--- src/rtl/trap_pkg.sv ---
// trap_pkg
//   Shared types and constants for the trap countdown consumer.
//   trap_state_t : controller FSM states
//   COUNTDOWN_W  : width of the count_down value bus (shared with count_down)
package trap_pkg;

  localparam int COUNTDOWN_W = 4;

  typedef enum logic [2:0] {
    IDLE     = 3'd0,
    LOAD     = 3'd1,
    HOLD     = 3'd2,
    RELEASE  = 3'd3,
    COOLDOWN = 3'd4
  } trap_state_t;

endpackage

--- src/rtl/frame_cooldown_timer.sv ---
// frame_cooldown_timer
//   Counts video-frame pulses after a ball release so the trap stays disarmed
//   for a fixed number of frames.
// Ports
//   clk          in  system clock
//   resetN       in  async active-low reset
//   clear        in  sync abort, empties the counter
//   load         in  preload the counter with FRAMES
//   startOfFrame in  one-clk pulse per video frame
//   done         out high on the frame pulse that consumes the last remaining frame
module frame_cooldown_timer #(
  parameter int FRAMES = 30
) (
  input  logic clk,
  input  logic resetN,
  input  logic clear,
  input  logic load,
  input  logic startOfFrame,
  output logic done
);

  localparam int CNT_W = $clog2(FRAMES + 1);

  logic [CNT_W-1:0] countReg;

  // The counter saturates at zero; it is only non-zero while the controller
  // sits in COOLDOWN, so stray frame pulses elsewhere have no effect.
  always_ff @(posedge clk or negedge resetN) begin
    if (!resetN) begin
      countReg <= '0;
    end else if (clear) begin
      countReg <= '0;
    end else if (load) begin
      countReg <= CNT_W'(FRAMES);
    end else if (startOfFrame && (countReg != '0)) begin
      countReg <= countReg - CNT_W'(1);
    end
  end

  assign done = startOfFrame && (countReg == CNT_W'(1));

endmodule

--- src/rtl/trap_controller.sv ---
// trap_controller
//   Captures the ball when it hits the trap, runs the external count_down,
//   releases the ball when the countdown reaches zero, then disarms the trap
//   for COOLDOWN_FRAMES frames.
// Ports
//   clk             in  system clock
//   resetN          in  async active-low reset
//   clear           in  sync abort (new game/level)
//   startOfFrame    in  one-clk pulse per video frame
//   ballHitTrap     in  one-clk collision pulse
//   countDownNumber in  current countdown value
//   countDownEnable out to count_down.enable
//   countDownReset  out to count_down.resetCounter
//   ballFreeze      out ball held in trap
//   ballRelease     out one-clk pulse, ball leaves trap
//   trapArmed       out trap accepts a capture
//   showCountdown   out HUD draws countDownNumber
//   captureCount    out saturating capture counter
module trap_controller
  import trap_pkg::*;
#(
  parameter int COOLDOWN_FRAMES = 30,
  parameter int CAPTURE_W       = 4
) (
  input  logic                   clk,
  input  logic                   resetN,
  input  logic                   clear,
  input  logic                   startOfFrame,
  input  logic                   ballHitTrap,
  input  logic [COUNTDOWN_W-1:0] countDownNumber,
  output logic                   countDownEnable,
  output logic                   countDownReset,
  output logic                   ballFreeze,
  output logic                   ballRelease,
  output logic                   trapArmed,
  output logic                   showCountdown,
  output logic [CAPTURE_W-1:0]   captureCount
);

  trap_state_t          stateReg;
  trap_state_t          stateNext;
  logic [CAPTURE_W-1:0] captureCountReg;
  logic                 cooldownDone;
  logic                 cooldownLoad;

  frame_cooldown_timer #(
    .FRAMES(COOLDOWN_FRAMES)
  ) u_cooldown (
    .clk         (clk),
    .resetN      (resetN),
    .clear       (clear),
    .load        (cooldownLoad),
    .startOfFrame(startOfFrame),
    .done        (cooldownDone)
  );

  always_ff @(posedge clk or negedge resetN) begin
    if (!resetN) begin
      stateReg        <= IDLE;
      captureCountReg <= '0;
    end else if (clear) begin
      stateReg        <= IDLE;
      captureCountReg <= '0;
    end else begin
      stateReg <= stateNext;
      if ((stateReg == IDLE) && ballHitTrap && (captureCountReg != '1)) begin
        captureCountReg <= captureCountReg + CAPTURE_W'(1);
      end
    end
  end

  always_comb begin
    stateNext       = stateReg;
    countDownEnable = 1'b0;
    countDownReset  = 1'b0;
    ballFreeze      = 1'b0;
    ballRelease     = 1'b0;
    trapArmed       = 1'b0;
    showCountdown   = 1'b0;
    cooldownLoad    = 1'b0;
    unique case (stateReg)
      IDLE: begin
        trapArmed = 1'b1;
        if (ballHitTrap) stateNext = LOAD;
      end
      LOAD: begin
        countDownReset = 1'b1;
        ballFreeze     = 1'b1;
        stateNext      = HOLD;
      end
      HOLD: begin
        countDownEnable = 1'b1;
        ballFreeze      = 1'b1;
        showCountdown   = 1'b1;
        // Checked against the live value, so a countdown loaded with 0
        // spends exactly one cycle here.
        if (countDownNumber == '0) stateNext = RELEASE;
      end
      RELEASE: begin
        ballRelease  = 1'b1;
        cooldownLoad = 1'b1;
        stateNext    = COOLDOWN;
      end
      COOLDOWN: begin
        if (cooldownDone) stateNext = IDLE;
      end
      default: stateNext = IDLE;
    endcase
  end

  assign captureCount = captureCountReg;

endmodule

--- config.mk ---
export PLATFORM = sky130hd
export DESIGN_NAME = trap_controller
export DESIGN_NICKNAME = d
export VERILOG_FILES = /design/src/rtl/trap_pkg.sv /design/src/rtl/frame_cooldown_timer.sv /design/src/rtl/trap_controller.sv
export SDC_FILE = /design/constraint.sdc
export NUM_CORES = 1
export LEC_CHECK = 0
export ABC_CLOCK_PERIOD_IN_PS = 2100
export BUFFER_PORTS_ARGS = -buffer_cell sky130_fd_sc_hd__buf_2
export CORE_ASPECT_RATIO = 0.9
export CORE_MARGIN = 2
export CORE_UTILIZATION = 39
export DETAILED_ROUTE_END_ITERATION = 6
export HOLD_SLACK_MARGIN = 0.1
export PLACE_DENSITY = 0.6
export REMOVE_ABC_BUFFERS = 1
export SYNTH_ARGS = -nofsm -noshare
export SYNTH_HDL_FRONTEND = slang
export SYNTH_SLANG_ARGS = --single-unit
--- constraint.sdc ---
create_clock -name clk -period 2.1 [get_ports clk]
set_input_delay 0.21 -clock clk [delete_from_list [all_inputs] [get_ports clk]]
set_output_delay 0.21 -clock clk [all_outputs]
set_load 0.01 [all_outputs]
==> results.md, run 1 <==
- The run finished with clean final reports.
- Clock latency on the worst-skew pair, taken at its later pin, is between 200 and 300 ps.
- Leaving out fill and tap cells, the most frequent cells in the layout are sky130_fd_sc_hd__buf_2 (18), sky130_fd_sc_hd__dfrtp_1 (12), sky130_fd_sc_hd__a21oi_1 (8).
- The kind of critical path is reg -> reg.
- The static leakage power is slightly above 0.4 nW.
- The capturing element of the worst setup path is u_cooldown.countReg[0].
- Synthesis inferred 12 register bits.
- The total of endpoints with negative setup slack in the final report is 0.
- Measured along the y axis, the die boundary spans 44.43 um.
- Setup repair after global routing left no endpoint under its margin.
- The global routing usage on met2 is between 20% and 30%.
- Yosys printed 0 warnings.
- In this run the worst hold path is classified as in -> reg.
- With fillers left out, the area of the finished cells amounts to 840.8 um^2.
- Measured against its own limit, the worst slew margin works out to between 60% and 70%.
- The required arrival time at the worst endpoint is about 2300 ps.
- In this run the mean area of a mapped cell was a little under 10 um^2.
- The floorplan die area is ~2200 um^2.
- At the pin with the least slew margin, the transition time is between 400 and 500 ps.
- Setup total negative slack on the finished layout was measured at 0 ps.
- The number of global-route vias before repair is about 490.
- The clock buffer count from CTS is 3.
- Summed over all layers, the routed wires come to ~1400 um.
- The first-pass GRT wire length is between 2000 and 2500 um.
- The source of the worst hold timing path is ballHitTrap.
- Entering global routing, the biggest net connects 13 pins.
- The final weighted congestion in routability-driven placement is approximately 0.73.
- At the worst endpoint, the arrival time is between 1500 and 2000 ps.
- The total of buffers placed on input and output ports is 18.
- The worst-case setup margin in the final layout is about 380 ps.
- The type of element launching the critical path is a flip-flop.
- The starting density of the core is between 40% and 50%.
- The share of flip-flops with an asynchronous set or reset is between 90% and 100%.
- Summed over all layers, the global routing overflow is 0.
- Derived from the worst setup path, the maximum achievable clock frequency is ~0.58 GHz.
- The cell depth of the worst min-delay path is 3.
- Compared with the post-synthesis result, the final layout area differs by 18.73%.
- The largest voltage drop on the vdd net is roughly 0.46 mV.
- The synthesized cell area is 708.2 um^2.
- The maximum fanout count along the critical path is 4.
- In the global route stage, met3 resource usage came out at under 10%.
- Clock-pin slew was measured on the worst setup and hold paths at ~80 ps.
- The max-capacitance violation count is 0.
- From left edge to right edge, the die measures 48.92 um.
- The fill cell instance count of the final layout is ~160.
- The initial antenna violation count is 0.
- The worst register-to-register path ends at u_cooldown.countReg[0].
- The fraction of layout cells with a size suffix above 1 is between 20% and 30%.
- Counting every sink on the clock net gives 12.
- The placeable core area is between 1500 and 2000 um^2.
- At the end of the flow the core is filled with cells to roughly 50%.
- The violation count after the first detailed-routing iteration is 11.
- The most common library cell in the layout ignoring fill and taps is sky130_fd_sc_hd__buf_2.
- TritonCTS built the clock tree.
- The root buffer cell chosen for the clock tree is sky130_fd_sc_hd__clkbuf_4.
- In this run the worst setup path begins at u_cooldown.countReg[0].
- Between clock sinks in the finished design, the worst skew comes to around 1.7 ps.
- Once placement finished, the instance area stood at roughly 790 um^2.
- The flop-to-flop setup slack is roughly 380 ps.
- The number of different library cells in the post-synthesis netlist is 31.
- The final route contains around 600 vias.
- The wire-length estimate of the detail-placed layout is slightly above 1000 um.
- The first detailed-routing pass took 4 iterations.
- After the last flow step, the layout net total stands at 103.
- The post-detailed-route DRC marker count is 0.
- In this run the remaining antenna-violating nets after routing total 0.
- The post-detailed-route wirelength per cell is between 10 and 15 um.
- In this run the power density over the cells is 864.3 nW/um^2.
- Overall power consumption after layout is estimated at between 700 and 800 uW.
- In this run the number of H-tree levels came out at 1.
- The worst path needs 1719 ps of the cycle, external delays included.
- The number of failing hold endpoints at the final stage is 0.
- The number of rows created at floorplan is 14.
- met1 is the most crowded layer.
- The dominant register cell in the synthesized netlist is sky130_fd_sc_hd__dfrtp_1.
- The number of antenna diodes in the final layout is 0.
- Global routing used around 15% of the available tracks.
- The post-route fraction of the period consumed by the critical path is about four fifths.
- For this run, global-route usage on met1 was measured as about a fifth.
- At the placement stage, the worst setup path has a slack of ~420 ps.
- Pin placement for this block handled 19 I/O pins.
- No sink is reached through more buffers than the 2 on the longest clock path.
- The number of cells on the worst reg-to-reg path is 5.
- The share of the Yosys chip area taken by registers is ~42%.
- In the synthesized netlist, the number of instances is 72.
- The total count of max-transition violations in the final report is 0.
- The number of vias per cell is around 5.3.
- The number of enable-type register cells in the synthesized netlist is 0.
- STA classifies the critical path endpoint as a flip-flop.
- The startpoint of the lowest-slack register-to-register path is u_cooldown.countReg[0].
## state kept, by name, summed over array words and instances, names as in the netlist
register	flops
captureCount	4
stateReg	3
u_cooldown.countReg	5
## worst min path at each step
stage          slack (ps)                endpoint
2_1_floorplan         -90         captureCount[0]
3_3_place_gp          110  u_cooldown.countReg[1]
3_5_place_dp          110  u_cooldown.countReg[1]
4_1_cts               250             stateReg[0]
5_1_grt               260             stateReg[0]
6_report              260             stateReg[0]
## metrics by stage
stage / hold slack [ps] / instances
floorplan: -85.59 / 67
global placement: 106.4 / 109
detailed placement: 107.4 / 109
CTS: 249.7 / 114
global route: 258.9 / 114
finish: 258.3 / 114
## cells by family after synthesis
kind of cell | after synthesis | share of synthesized area [%]
simple gates | 29 | 28.09
compound gates | 18 | 15.20
flops | 12 | 42.40
buf+inv | 8 | 6.360
fa+ha+maj | 3 | 5.301
xor+xnor | 1 | 1.237
mux | 1 | 1.413
## routing by layer
| metal | up-vias | routed length (um) |
|---|---|---|
| met2 | 13 | 634 |
| met3 | 2 | 60 |
| li1 | 309 | - |
| met1 | 275 | 737 |
| met4 | 0 | 13 |
| met5 | - | 0 |
## power breakdown
part | internal [mW] | switching, mW
clock | 0.105 | 0.0784
sequential | 0.264 | 0.0389
combinational | 0.119 | 0.122
## Yosys cell counts (2+ instances only)
cell | number | share of area, %
sky130_fd_sc_hd__a211oi_1 | 2 | 2.1
sky130_fd_sc_hd__nor3_1 | 4 | 2.8
sky130_fd_sc_hd__clkbuf_1 | 2 | 1.1
sky130_fd_sc_hd__nand3b_1 | 4 | 4.2
sky130_fd_sc_hd__a21oi_1 | 8 | 5.7
sky130_fd_sc_hd__or3_1 | 3 | 2.7
sky130_fd_sc_hd__buf_4 | 2 | 2.1
sky130_fd_sc_hd__o21ai_0 | 3 | 2.1
sky130_fd_sc_hd__or4b_1 | 2 | 2.8
sky130_fd_sc_hd__nor4_1 | 2 | 1.8
sky130_fd_sc_hd__ha_1 | 3 | 5.3
sky130_fd_sc_hd__dfrtp_1 | 12 | 42
sky130_fd_sc_hd__nand2_1 | 2 | 1.1
sky130_fd_sc_hd__nor3b_1 | 3 | 3.2
sky130_fd_sc_hd__inv_1 | 3 | 1.6
sky130_fd_sc_hd__nand3_1 | 2 | 1.4
## worst max-delay path, stage by stage, from the launching register on
cell                       delay (ps)
sky130_fd_sc_hd__dfrtp_1          400
sky130_fd_sc_hd__inv_1            100
sky130_fd_sc_hd__ha_1             220
sky130_fd_sc_hd__or4b_1           520
sky130_fd_sc_hd__a21o_1           210
sky130_fd_sc_hd__a211oi_1         190
## final cells by class
| class | count | area [um^2] | share of cell area, % |
|---|---|---|---|
| flip-flops and latches | 12 | 300.3 | 35.71 |
| multi-input cells | 52 | 362.8 | 43.15 |
| inverters | 3 | 11.26 | 1.339 |
| clock buffers | 4 | 36.28 | 4.315 |
| well taps | 24 | 30.03 | 3.571 |
| repair buffers | 19 | 100.1 | 11.90 |
## what timing repair did
action	4_1_cts	5_1_grt
hold endpoints to repair	12	0
buffers inserted	0	0
hold buffers	1	0
gates resized for setup	0	0
Power figures use the tool's default switching activity.
==> run 2, diff against run 1 <==
--- a/config.mk
+++ b/config.mk
@@ -5,14 +5,15 @@
 export SDC_FILE = /design/constraint.sdc
 export NUM_CORES = 1
 export LEC_CHECK = 0
-export ABC_CLOCK_PERIOD_IN_PS = 2100
+export ABC_AREA = 1
+export ABC_CLOCK_PERIOD_IN_PS = 1420
 export BUFFER_PORTS_ARGS = -buffer_cell sky130_fd_sc_hd__buf_2
 export CORE_ASPECT_RATIO = 0.9
 export CORE_MARGIN = 2
 export CORE_UTILIZATION = 39
 export DETAILED_ROUTE_END_ITERATION = 6
 export HOLD_SLACK_MARGIN = 0.1
-export PLACE_DENSITY = 0.6
+export PLACE_DENSITY = 0.61
 export REMOVE_ABC_BUFFERS = 1
 export SYNTH_ARGS = -nofsm -noshare
 export SYNTH_HDL_FRONTEND = slang
==> constraint.sdc (replaced) <==
create_clock -name clk -period 1.42 [get_ports clk]
set_input_delay 0.142 -clock clk [delete_from_list [all_inputs] [get_ports clk]]
set_output_delay 0.142 -clock clk [all_outputs]
set_load 0.01 [all_outputs]
==> results.md, run 2 <==
- The number of different library cells in the post-synthesis netlist is 24 (-23%).
- The starting density of the core is 40.54% (-1.6 points).
- The worst setup slack after placement is 99.87 ps (-320.7 ps).
- The final instance count without filler cells is 161 (+41%).
- The largest incremental delay on the critical path is 400 ps (-120 ps).
- The cell with the most instances after synthesis is sky130_fd_sc_hd__nand2_1.
- The total length of routed met3 wires was 67 um (+12%).
- The final weighted congestion in routability-driven placement came to 0.8210 (+12%).
- The floorplan die area is 2621 um^2 (+21%).
- The number of routed nets with antenna violations is 0 (unchanged).
- The die span in x is 53.74 um (+9.9%).
- The worst-case setup margin in the final layout came to 78.89 ps (-302.2 ps).
- The number of vias per cell is 4.789 (-8.9%).
- The clock latency on the worst-skew pair came to 260 ps (about the same).
- The post-route fraction of the period consumed by the critical path is 94.44%.
- The cell area after layout was 1051 um^2 (+25%).
- STA classifies the critical path endpoint as an output port.
- Compared with the post-synthesis result, the final layout area differs by 21.04%.
- The number of instances in the placed design came to 155 (+42%).
- The number of rows created at floorplan is 16 (+2).
- The placed standard-cell area came to 999.7 um^2 (+26%).
- The diode insertion count for antenna repair is 0 (unchanged).
- The number of enable-type register cells in the synthesized netlist is 0 (unchanged).
- The share of total power in sequential cells is 34.3% (-7.3 points).
- The tree is rooted in a sky130_fd_sc_hd__clkbuf_4.
- Leaving out fill and tap cells, the most frequent cell in the layout is sky130_fd_sc_hd__nand2_1.
- The switching part of the total was 43.37% (+10 points).
- The total of buffers placed on input and output ports is 18 (unchanged).
- The fill cell instance count of the final layout is 214 (+32%).
- The initial antenna violation count was 0 (unchanged).
- The arrival time at the worst endpoint came to 1200 ps (-700 ps).
- The Yosys warning count is 0 (unchanged).
- The most numerous cell on the critical path is sky130_fd_sc_hd__inv_2.
- The clock tree from TritonCTS is yes.
- The actual transition at the worst max-transition pin was 276.7 ps (-198.1 ps).
- The post-synthesis cell count is 109 (+51%).
- The number of sinks driven by the clock tree was 12 (unchanged).
- The cell with the largest stage delay on the worst path is sky130_fd_sc_hd__dfrtp_1.
- Derived from the worst setup path, the maximum achievable clock frequency is approximately 0.75 GHz.
- The violation count after the first detailed-routing iteration is 5 (-6).
- The clock buffer count from CTS is 3 (unchanged).
- The number of H-tree branching levels is 1 (unchanged).
- The number of optimization iterations in the first detailed-route pass is 4 (unchanged).
- The count of nets after finishing was 148 (+44%).
- The detailed-route via count is 771 (+29%).
- The power density over the cells is 1393 nW/um^2 (+61%).
- In the synthesized netlist the dominant register cell turns out to be sky130_fd_sc_hd__dfrtp_1.
- The number of failing hold endpoints at the final stage was 0 (unchanged).
- The mux cell area share after synthesis came to 0% (-1.4 points).
- The register with the highest flop count is u_cooldown.countReg.
- The number of flip-flops under the largest register name is 5 (unchanged).
- The total congestion overflow after global routing is 0 (unchanged).
- The library cells used most frequently in the layout, excluding fill and tap cells, are sky130_fd_sc_hd__nand2_1 (24), sky130_fd_sc_hd__buf_2 (18), sky130_fd_sc_hd__nand3_1 (13).
- The overall routed net length came to 1742 um (+21%).
- The flop-to-flop setup slack is 90 ps (-290 ps).
- The register bit count reported by yosys came to 12 (unchanged).
- The die height is 48.77 um (+9.8%).
- The static leakage power is 0.5671 nW (+40%).
- The post-route worst hold slack was 191.2 ps (-67.07 ps).
- The post-detailed-route DRC marker count is 0 (unchanged).
- The xor and xnor area share after synthesis was 0% (-1.2 points).
- The clock tree buffer depth is 2 (unchanged).
- The routed metal-1 wire length came to 761 um (+3.3%).
- The commonest cells after synthesis are sky130_fd_sc_hd__nand2_1 (25), sky130_fd_sc_hd__nand3_1 (13), sky130_fd_sc_hd__dfrtp_1 (12).
- The combinational group share of total power is 51.7% (+19 points).
- The number of global-route vias before repair came to 752 (+53%).
- The largest net degree at the start of global routing came to 13 (unchanged).
- The clock network power share is 14.0% (-11 points).
- The clock slew at the register clock pins of the worst setup and hold paths was 80 ps (about the same).
- The fraction of layout cells with a size suffix above 1 was 44.03% (+17 points).
- The simple-gate area share of the yosys netlist is 47.84% (+20 points).
- Setup repair after global routing could not meet its margin everywhere.
- The compound-cell area share of the yosys netlist was 4.755% (-10 points).
- The largest voltage drop on the vdd net is 0.7779 mV (+70%).
- The fraction of the yosys area taken by sequential cells is 34.58% (-7.8 points).
- The number of primary I/O pins was 19 (unchanged).
- The type of element launching the critical path is a flip-flop.
- The overall fraction of global-route tracks in use is 16.27% (+1.4 points).
- By area, the combinational part of the netlist is dominated by simple AND/OR/NAND/NOR gates.
- The share of flip-flops with an asynchronous set or reset is 100.0% (unchanged).
- The kind of cell adding the most delay to the critical path is flip-flops.
- The kind of critical path is reg -> out.
- The maximum fanout count along the critical path is 4 (unchanged).
- The placeable core area came to 2142 um^2 (+27%).
- The clock tree skew after final layout is 5.143 ps (+3.446 ps).
- The top cell type by total area after synthesis is sky130_fd_sc_hd__dfrtp_1.
- The buffers plus inverters on the worst setup path is 3 (+2).
- Walking the worst path, the cells encountered are inv_2, nand2_2, nor2_4, inv_2, o21ai_2, buf_2.
- The post-synthesis average cell area is 7.966 um^2 (-19%).
- The synthesized cell area was 868.3 um^2 (+23%).
- The portion of synthesized cell area occupied by the leading cell type is 34.58% (-7.8 points).
- The total count of max-transition violations in the final report was 0 (unchanged).
- The run finished with clean final reports.
- The total internal power is 829.0 uW (+70%).
- The required arrival time at the worst endpoint is 1280 ps (-1010 ps).
- The path class of the tightest hold or removal check is in -> reg.
- The detailed router used layers up to and including met4.
- The HPWL reported at the end of detailed placement is 1411 um (+38%).
- The first-pass GRT wire length is 3153 um (+31%).
- The switching power came to 634.9 uW (+170%).
- The post-layout minimum cycle time is between 1000 and 1500 ps.
- The max-capacitance violation count came to 0 (unchanged).
- The worst slew margin relative to its limit was 81.55% (+14 points).
- The post-synthesis adder-cell area fraction was 4.323% (-0.98 points).
- In the post-synthesis netlist, the biggest area contributors are sky130_fd_sc_hd__dfrtp_1 (35%), sky130_fd_sc_hd__nand2_1 (11%), sky130_fd_sc_hd__nand3_1 (7.5%), sky130_fd_sc_hd__nand3_2 (4.6%), sky130_fd_sc_hd__ha_1 (4.3%).
- The total of endpoints with negative setup slack in the final report was 0 (unchanged).
- The post-detailed-route wirelength per cell was 10.82 um (-15%).
- The amount of wire on met2 after detailed routing is 890 um (+40%).
## run 2: cell types whose count changed in the layout (fill, tap and decap cells not counted), sizes merged, moves of 4 or more
| cell | change |
|---|---|
| buf | +5 |
| nand3b | -4 |
| inv | +12 |
| nor2 | +16 |
| nand3 | +16 |
| nand2 | +29 |
| a21oi | -7 |
## run 2: through the flow
step | total power [mW] | TNS [ps] | util [%]
6_report | 1.464 | 0 | 49.07
5_1_grt | 1.608 | -4.822 | 49.07
4_1_cts | 1.478 | 0 | 48.54
3_5_place_dp | 1.257 | 0 | 46.67
3_3_place_gp | 1.230 | 0 | 46.67
2_1_floorplan | 1.054 | 0 | -
## run 2: layout make-up
cell class | count | area, um^2 | area share [%]
timing repair buffer | 24 | 137.6 | 13.10
multi-input combinational | 80 | 496.7 | 47.26
clock buffer | 3 | 22.52 | 2.143
sequential | 12 | 301.5 | 28.69
inverter | 15 | 58.81 | 5.595
tap | 27 | 33.78 | 3.214
## run 2: worst reg2reg max path: stages (launching register included)
cell	delay [ps]
sky130_fd_sc_hd__dfrtp_1	410
sky130_fd_sc_hd__inv_1	90
sky130_fd_sc_hd__ha_1	240
sky130_fd_sc_hd__nand3_2	110
sky130_fd_sc_hd__nand2_2	160
sky130_fd_sc_hd__nand2_8	100
sky130_fd_sc_hd__nand2_2	90
sky130_fd_sc_hd__o21ai_2	40
## run 2: logic make-up (layout without fill, tap and decap cells)
kind of cell             after synthesis  in the layout
AND/OR/NAND/NOR                       71             71
buffers and inverters                 17             42
flip-flops                            12             12
AO/OA/AOI/OAI                          6              6
adder cells (fa/ha/maj)                3              3
## run 2: power by group through the flow
stage                     logic, mW  clock network, mW  registers, mW
after floorplan               0.552                  0          0.502
after global placement        0.723                  0          0.507
after detailed placement      0.747                  0          0.511
after CTS                     0.762              0.215          0.500
after global routing          0.860              0.231          0.517
final                         0.756              0.206          0.502
## run 2: timing repair
item,4_1_cts,5_1_grt
buffers inserted,1,1
pin swaps,0,2
hold endpoints to repair,12,0
hold buffers,1,0
resized for setup,0,3
setup endpoints to repair,1,1
## run 2: final timing paths
| kind | from | endpoint | cells after the start |
|---|---|---|---|
| max in group asynchronous | resetN | stateReg[1] | 2 |
| min | clear | stateReg[1] | 2 |
| min in group asynchronous | resetN | stateReg[2] | 2 |
| max | stateReg[2] | ballFreeze | 6 |
| min reg2reg | captureCount[1] | captureCount[1] | 2 |
| max reg2reg | u_cooldown.countReg[0] | u_cooldown.countReg[0] | 7 |
## run 2: per-layer routing
layer / vias to the layer above / global-route usage [%]
met4: 0 / 6.410
met2: 14 / 27.85
met1: 355 / 19.57
met3: 2 / 2.778
li1: 400 / -
met5: - / 0
